File: src/rtl/inference_run_controller_if.sv
// Handshake between the run controller and the neural_network core.
// The controller drives start; the core returns done and its argmax digit.
interface inference_run_controller_if;
  logic       nn_start;
  logic       nn_done;
  logic [3:0] nn_argmax;

  modport master (
    output nn_start,
    input  nn_done,
    input  nn_argmax
  );

  modport slave (
    input  nn_start,
    output nn_done,
    output nn_argmax
  );
endinterface

File: src/rtl/inference_run_controller.sv
// Sequences one neural_network run per start-switch edge and latches the result.
// Optional watchdog abort is built only when INFER_TIMEOUT_EN is defined.
module inference_run_controller #(
  parameter logic [31:0] TIMEOUT_CYCLES = 32'd2_000_000,
  parameter int unsigned CYC_W          = 32
) (
  input  logic                        clk,
  input  logic                        reset,
  input  logic                        start_req,
  input  logic                        abort,
  input  logic                        clear,
  inference_run_controller_if.master  nn,
  output logic                        busy,
  output logic                        result_valid,
  output logic [3:0]                  result,
  output logic [CYC_W-1:0]            cycle_count,
  output logic                        timeout,
  output logic [1:0]                  state
);

  typedef enum logic [1:0] {
    StIdle  = 2'd0,
    StRun   = 2'd1,
    StFlush = 2'd2
  } state_e;

  localparam logic [CYC_W-1:0] CntOne = {{(CYC_W-1){1'b0}}, 1'b1};

  state_e           state_q, state_d;
  logic             s1_q, s2_q, s3_q;
  logic             go;
  logic [CYC_W-1:0] run_cnt_q, run_cnt_d, cnt_inc;
  logic             valid_q, valid_d;
  logic [3:0]       result_q, result_d;
  logic [CYC_W-1:0] cycle_count_q, cycle_count_d;
  logic             timeout_q, timeout_d;
  logic             wd_hit;

  // start_req is asynchronous: two synchronizer flops plus one history flop.
  always_ff @(posedge clk or posedge reset) begin
    if (reset) begin
      s1_q <= 1'b0;
      s2_q <= 1'b0;
      s3_q <= 1'b0;
    end else begin
      s1_q <= start_req;
      s2_q <= s1_q;
      s3_q <= s2_q;
    end
  end

  assign go      = s2_q & ~s3_q;
  assign cnt_inc = (&run_cnt_q) ? run_cnt_q : run_cnt_q + CntOne;

`ifdef INFER_TIMEOUT_EN
  localparam logic [CYC_W-1:0] TimeoutLim = CYC_W'(TIMEOUT_CYCLES);
  assign wd_hit = (cnt_inc >= TimeoutLim);
`else
  logic unused_timeout_cfg;
  assign unused_timeout_cfg = ^TIMEOUT_CYCLES;
  assign wd_hit             = 1'b0;
`endif

  always_comb begin
    state_d       = state_q;
    run_cnt_d     = run_cnt_q;
    valid_d       = valid_q;
    result_d      = result_q;
    cycle_count_d = cycle_count_q;
    timeout_d     = timeout_q;

    // Applied first so a same-cycle done latch or watchdog overrides it.
    if (clear) begin
      valid_d   = 1'b0;
      result_d  = 4'hF;
      timeout_d = 1'b0;
    end

    unique case (state_q)
      StIdle: begin
        if (go) begin
          state_d   = StRun;
          run_cnt_d = '0;
        end
      end
      StRun: begin
        run_cnt_d = cnt_inc;
        if (nn.nn_done) begin
          state_d       = StFlush;
          result_d      = (nn.nn_argmax <= 4'd9) ? nn.nn_argmax : 4'hA;
          valid_d       = 1'b1;
          cycle_count_d = cnt_inc;
        end else if (abort) begin
          state_d = StFlush;
        end else if (wd_hit) begin
          state_d   = StFlush;
          timeout_d = 1'b1;
          result_d  = 4'hE;
          valid_d   = 1'b0;
        end
      end
      StFlush: begin
        if (!nn.nn_done) begin
          state_d = StIdle;
        end
      end
      default: state_d = StIdle;
    endcase
  end

  always_ff @(posedge clk or posedge reset) begin
    if (reset) begin
      state_q       <= StIdle;
      run_cnt_q     <= '0;
      valid_q       <= 1'b0;
      result_q      <= 4'hF;
      cycle_count_q <= '0;
      timeout_q     <= 1'b0;
    end else begin
      state_q       <= state_d;
      run_cnt_q     <= run_cnt_d;
      valid_q       <= valid_d;
      result_q      <= result_d;
      cycle_count_q <= cycle_count_d;
      timeout_q     <= timeout_d;
    end
  end

  assign nn.nn_start  = (state_q == StRun);
  assign busy         = (state_q != StIdle);
  assign state        = state_q;
  assign result_valid = valid_q;
  assign result       = result_q;
  assign cycle_count  = cycle_count_q;
  assign timeout      = timeout_q;

endmodule

File: src/flat_wrapper.sv
// flat-port wrapper written by rule: the top's interface ports become plain ports
module inference_run_controller_flat 
#(
  parameter logic [31:0] TIMEOUT_CYCLES = 32'd2_000_000,
  parameter int unsigned CYC_W          = 32
)
  (clk, reset, start_req, abort, clear, busy, result_valid, result, cycle_count, timeout, state, nn_nn_start, nn_nn_done, nn_nn_argmax);
  inference_run_controller_if nn_i ();
  input  logic clk;
  input  logic reset;
  input  logic start_req;
  input  logic abort;
  input  logic clear;
  output logic busy;
  output logic result_valid;
  output logic [3:0] result;
  output logic [CYC_W-1:0] cycle_count;
  output logic timeout;
  output logic [1:0] state;
  output wire logic [$bits(nn_i.nn_start)-1:0] nn_nn_start;
  input wire logic [$bits(nn_i.nn_done)-1:0] nn_nn_done;
  input wire logic [$bits(nn_i.nn_argmax)-1:0] nn_nn_argmax;
  assign nn_nn_start = nn_i.nn_start;
  assign nn_i.nn_done = nn_nn_done;
  assign nn_i.nn_argmax = nn_nn_argmax;
  inference_run_controller #(.TIMEOUT_CYCLES(TIMEOUT_CYCLES), .CYC_W(CYC_W)) u_core (.clk(clk), .reset(reset), .start_req(start_req), .abort(abort), .clear(clear), .nn(nn_i), .busy(busy), .result_valid(result_valid), .result(result), .cycle_count(cycle_count), .timeout(timeout), .state(state));
endmodule
File: config.mk
export PLATFORM = sky130hd
export DESIGN_NAME = inference_run_controller_flat
export DESIGN_NICKNAME = d
export VERILOG_FILES = /design/src/rtl/inference_run_controller_if.sv /design/src/rtl/inference_run_controller.sv /design/src/flat_wrapper.sv
export SDC_FILE = /design/constraint.sdc
export NUM_CORES = 1
export LEC_CHECK = 0
export ABC_AREA = 1
export CORE_MARGIN = 10
export CORE_UTILIZATION = 44
export DETAILED_ROUTE_END_ITERATION = 8
export PLACE_DENSITY = 0.71
export SKIP_LAST_GASP = 1
export SLEW_MARGIN = 20
export SYNTH_ARGS = -nofsm -noshare
export SYNTH_HDL_FRONTEND = slang
export SYNTH_SLANG_ARGS = --single-unit
File: constraint.sdc
create_clock -name clk -period 2.5 [get_ports clk]
set_input_delay 0.375 -clock clk [delete_from_list [all_inputs] [get_ports clk]]
set_output_delay 0.375 -clock clk [all_outputs]
set_load 0.1 [all_outputs]
### Word level (Yosys, flattened, before mapping)

Cells that the tools add are included.

| storage, ports and cells | value |
|---|---|
| memory bits (read-only) | 0 |
| latch bits | 0 |
| input bits | 10 |
| RAM bits | 0 |
| word-level logic and storage cells | 39 |
| memories kept | 0 |
| register bits | 74 |
| output and inout bits | 42 |

| operators by class | value |
|---|---|
| bitwise operators | 2 |
| add/subtract/negate cells | 1 |
| reductions and logical operators | 7 |
| order comparisons | 1 |
| eq/ne operators | 5 |
| multiplexer cells | 15 |
| $mul | 0 |
| div/mod/pow operators | 0 |
| shifts and indexed selects | 0 |

Operators with widths:

| kind | number |
|---|---|
| two-way mux 32 bit | 2 |
| one-hot mux 32 bit (2 select lines) | 1 |
| adder 32 x 1 -> 32 bit, second input constant | 1 |
| AND reduction 32 bit | 1 |
| two-way mux 4 bit | 4 |
| two-way mux 2 bit | 4 |
| one-hot mux 2 bit (3 select lines) | 1 |
| less-or-equal comparator 4 bit, second input constant | 1 |
| AND reduction 2 bit | 2 |
| nonzero test 2 bit | 2 |
| two-way mux 1 bit | 3 |
| inequality test 3 x 2 -> 1 bit, second input constant | 1 |
| AND reduction 3 bit | 1 |
| equality test 2 x 1 -> 1 bit, second input constant | 1 |
| equality test 2 bit, second input constant | 1 |
| zero test 2 bit | 1 |
| inequality test 2 x 1 -> 1 bit, second input constant | 1 |
| inequality test 2 bit, second input constant | 1 |
| bitwise AND 1 bit | 1 |
| inverter 1 bit | 1 |

### Longest topological paths before layout

| depth | value |
|---|---|
| depth after elaboration | 4 |
| gate-level depth with buffers | 11 |
| gate-level depth less buffers | 10 |

### Least setup slack after synthesis

No wires, ideal clock.

| timing path | value |
|---|---|
| kind | register to output |
| from | register u_core.state_q[0], in the netlist u_core.state[0] |
| to | output nn_nn_start |
| slack | 0.274 ns |
| data arrival time | 1.851 ns |
| stages on the path, launching flop included | 4 |
| path buffers | 1 |
| cell sequence | dfrtp_1 > inv_1 > nor2_4 > buf_2 |

| on the way | value |
|---|---|
| longest elaborated chain between the ends | 1 |

Ends and longest elaborated chain:

| item | line | source |
|---|---|---|
| start, declared | inference_run_controller.sv:29 | `state_e state_q, state_d;` |
| start signal, assigned | inference_run_controller.sv:113 | `state_q <= StIdle;` |
| start signal, assigned | inference_run_controller.sv:120 | `state_q <= state_d;` |
| equality test 2 x 1 -> 1 bit | inference_run_controller.sv:129 | `assign nn.nn_start = (state_q == StRun);` |
| end, declared | flat_wrapper.sv:20 | `output wire logic [$bits(nn_i.nn_start)-1:0] nn_nn_start;` |

No other way between the ends.

### Final worst setup path

| timing path | value |
|---|---|
| from | register u_core.state_q[1], in the netlist u_core.state[1] |
| to | output nn_nn_start |

Same word-level chain as after synthesis.

==> out/results.tsv <==
stage	metric	value	unit
outcome	outcome	complete, no violations	
synthesis	synth_edf_count	0	
synthesis	synth_area_leader_cell	dfrtp_1	
clock_tree	hold_buffers	0	
final_layout	fin_nets	628	
worst_setup_path	critPathMaxStageDelay	450	ps
place	io_buffers	50	
pwr	p_clk_share	33.8	%
worst_setup_path	worst-path-buf-inv	2	
final_layout	fin_area	4710	um2
place	placed_area	4500	um2
sta	rsz0062_at_grt	no	
worst_setup_path	timing.rr.start	u_core.run_cnt_q[1]	
worst_setup_path	critPathArrivalTime	1590	ps
min_path	hold_class	reg -> reg	
synthesis	avgSynthCellArea	7.04	um2
sta	hold_viol	0	
sta	worst_slack	532	ps
floorplanning	fp.dieW	115	um
sta	setup-violations-final	0	
synthesis	syn_inst	568	
synthesis	netlist_area	4000	um2
clock_tree	htreeDepth	3	
synthesis	ys_ff_latch	74	
sta	drv_slew	0	
floorplanning	die_h	115	um
final_layout	final_layout_size_suffix_gt1_share	14.1	%
synthesis	synth_nets	579	
floorplanning	die_area	13300	um2
sta	whs	356	ps
grt	grt.total_usage	16.2	%
sta	slew_headroom	58.2	%
final_layout	multi_input_area	1850	um2
drt	first_pass_iters	4	
place	place_congestion	0.984	
sta	post-route-min-period	1970	ps
pwr	ir_drop	0.443	mV
final_layout	mostFrequentLayoutCells	nand2_1 (274), dfrtp_1 (70), nor2_1 (55)	
floorplanning	boundaryPins	52	
pwr	pwr-share-comb	23.1	%
clock_tree	worstSkewPairLatency	350	ps
clock_tree	cts_tree	done	
worst_setup_path	reg2reg_to	u_core.run_cnt_q[0]	
grt	grt-ovfl-total	0	
clock_tree	clockRootBuffer	clkbuf_8	
worst_setup_path	end_kind	output port	
drt	viasPerCell	5.01	
clock_tree	cts_buffer_depth	2	
clock_tree	cts.clk_slew.worst_paths	80	ps
worst_setup_path	cp.depth	3	
drt	detail-route-antenna-nets	0	
worst_setup_path	path_class	reg -> out	
worst_setup_path	crit_path_cell_trace	nor2_4, buf_4, buf_12	
sta	worstMarginPinSlew	627	ps
grt	grt_pass1_vias	3677	
synthesis	synth_async_sr_flop_share	100	%
worst_setup_path	cp_slowest_cell	dfrtp_1	
pwr	seqPwrFrac	43.1	%
sta	fin_skew	10.3	ps
clock_tree	cts_resized	0	
flow_run	maxCapViolCount	0	
final_layout	diodes	0	
clock_tree	cts.sinks	74	
worst_setup_path	cp.required	2120	ps
floorplanning	row_count	34	
min_path	worstHoldStart	u_core.s1_q	
final_layout	area_growth	17.8	%
final_layout	final_common_cell	nand2_1	
worst_setup_path	worstPathMaxFanout	33	
clock_tree	postCtsSetupBuffers	0	
sta	post-route-period-util	78.7	%
pwr	leakage	2.44	nW
worst_setup_path	r2r_setup_slack	550	ps
worst_setup_path	crit_family	buffers and inverters	
synthesis	synth_top_area_share	43.8	%
drt	wire_per_inst	14.0	um
worst_setup_path	reg2reg_depth	10	
synthesis	synth-seq-area-share	46.4	%
synthesis	ys_types	26	
final_layout	fillers	867	
pwr	power_density	644	nW/um2
worst_setup_path	worst_setup_path_start_kind	flip-flop	
place	dp_slack	550	ps
drt	vias	3654	
synthesis	synthTopCellsByArea	dfrtp_1 (44%), nand2_1 (26%), nor2_1 (5.2%)	
min_path	min_to	u_core.s2_q	
sta	setup_tns	0	ps
floorplanning	coreArea	8810	um2
pwr	switching_power	0.00105	W
grt	antenna_found_initial	0	
pwr	total_power	0.00304	W
synthesis	yosysWarnings	0	
pwr	p_sw_share	34.5	%
grt	grt_pass1_wl	17.7	mm
floorplanning	initial_core_util	45.4	%
drt	drc_errors	0	
min_path	holdPathStages	0	
drt	wirelength	10.2	mm
clock_tree	cts-buffers-inserted	9	
drt	first_iter_violations	231	
sta	fmax	508	MHz
final_layout	seqCellArea	1860	um2
pwr	p_int	0.00199	W
synthesis	ys.flop_type	dfrtp_1	
place	dpl.hpwl	7.31	mm
grt	grt_max_degree	75	
-- routing by layer --
metal	up-vias	routed length, um	global-route usage (%)
li1	1833	-	-
met1	1702	4570	20.1
met2	103	4780	26.4
met3	16	680	4.43
met4	0	204	6.00
met5	-	0	0
-- sequential cells by signal (all words and copies together), names as in the netlist --
signal / count
u_core.cycle_count: 32
u_core.result: 4
u_core.result_valid: 1
u_core.run_cnt_q: 32
u_core.s1_q: 1
u_core.s2_q: 1
u_core.s3_q: 1
u_core.state: 2
-- cell families after synthesis --
group	Yosys count	synth area share, %
other cells	1	0.0937
simple gates	390	41.3
flops	74	46.4
fa+ha+maj	1	0.313
compound gates	33	4.60
buf+inv	69	7.32
-- metrics by stage --
step | util (%) | cells
after floorplan | - | 568
after global routing | 53.5 | 730
after CTS | 53.5 | 730
after detailed placement | 51.1 | 714
final | 53.5 | 730
after global placement | 51.1 | 714
-- synth_stat cells (3+ instances only) --
library cell / count
buf_2: 6
buf_6: 3
clkbuf_1: 6
dfrtp_1: 70
dfstp_2: 4
inv_1: 51
nand2_1: 274
nand3_1: 40
nand3_2: 8
nor2_1: 55
nor2_4: 3
o21ai_0: 25
o31ai_1: 3
-- how the worst max path moves through the flow --
| stage | startpoint | endpoint | slack, ps |
|---|---|---|---|
| floorplan | reset | u_core.cycle_count[0] | 250 |
| global placement | u_core.run_cnt_q[1] | u_core.run_cnt_q[0] | 650 |
| detailed placement | u_core.run_cnt_q[1] | u_core.run_cnt_q[0] | 550 |
| CTS | u_core.state[1] | nn_nn_start | 530 |
| global route | u_core.run_cnt_q[1] | u_core.run_cnt_q[0] | 350 |
| finish | u_core.state[1] | nn_nn_start | 530 |
-- area by class of cell --
cell class | count | area share (%)
Sequential cell | 74 | 39.4
Clock buffer | 11 | 3.00
Timing Repair Buffer | 54 | 9.61
Tap cell | 108 | 2.87
Clock inverter | 5 | 1.65
Multi-Input combinational cell | 425 | 39.3
Inverter | 53 | 4.22
-- power by group through the flow --
stage / registers [W] / clock network [W] / logic [W]
global route: 0.00132 / 0.00111 / 0.000753
finish: 0.00131 / 0.00103 / 0.000702
global placement: 0.00133 / 0 / 0.000700
floorplan: 0.00160 / 0 / 0.000263
CTS: 0.00131 / 0.00105 / 0.000710
detailed placement: 0.00133 / 0 / 0.000708
(Power assumes the default switching activity.)
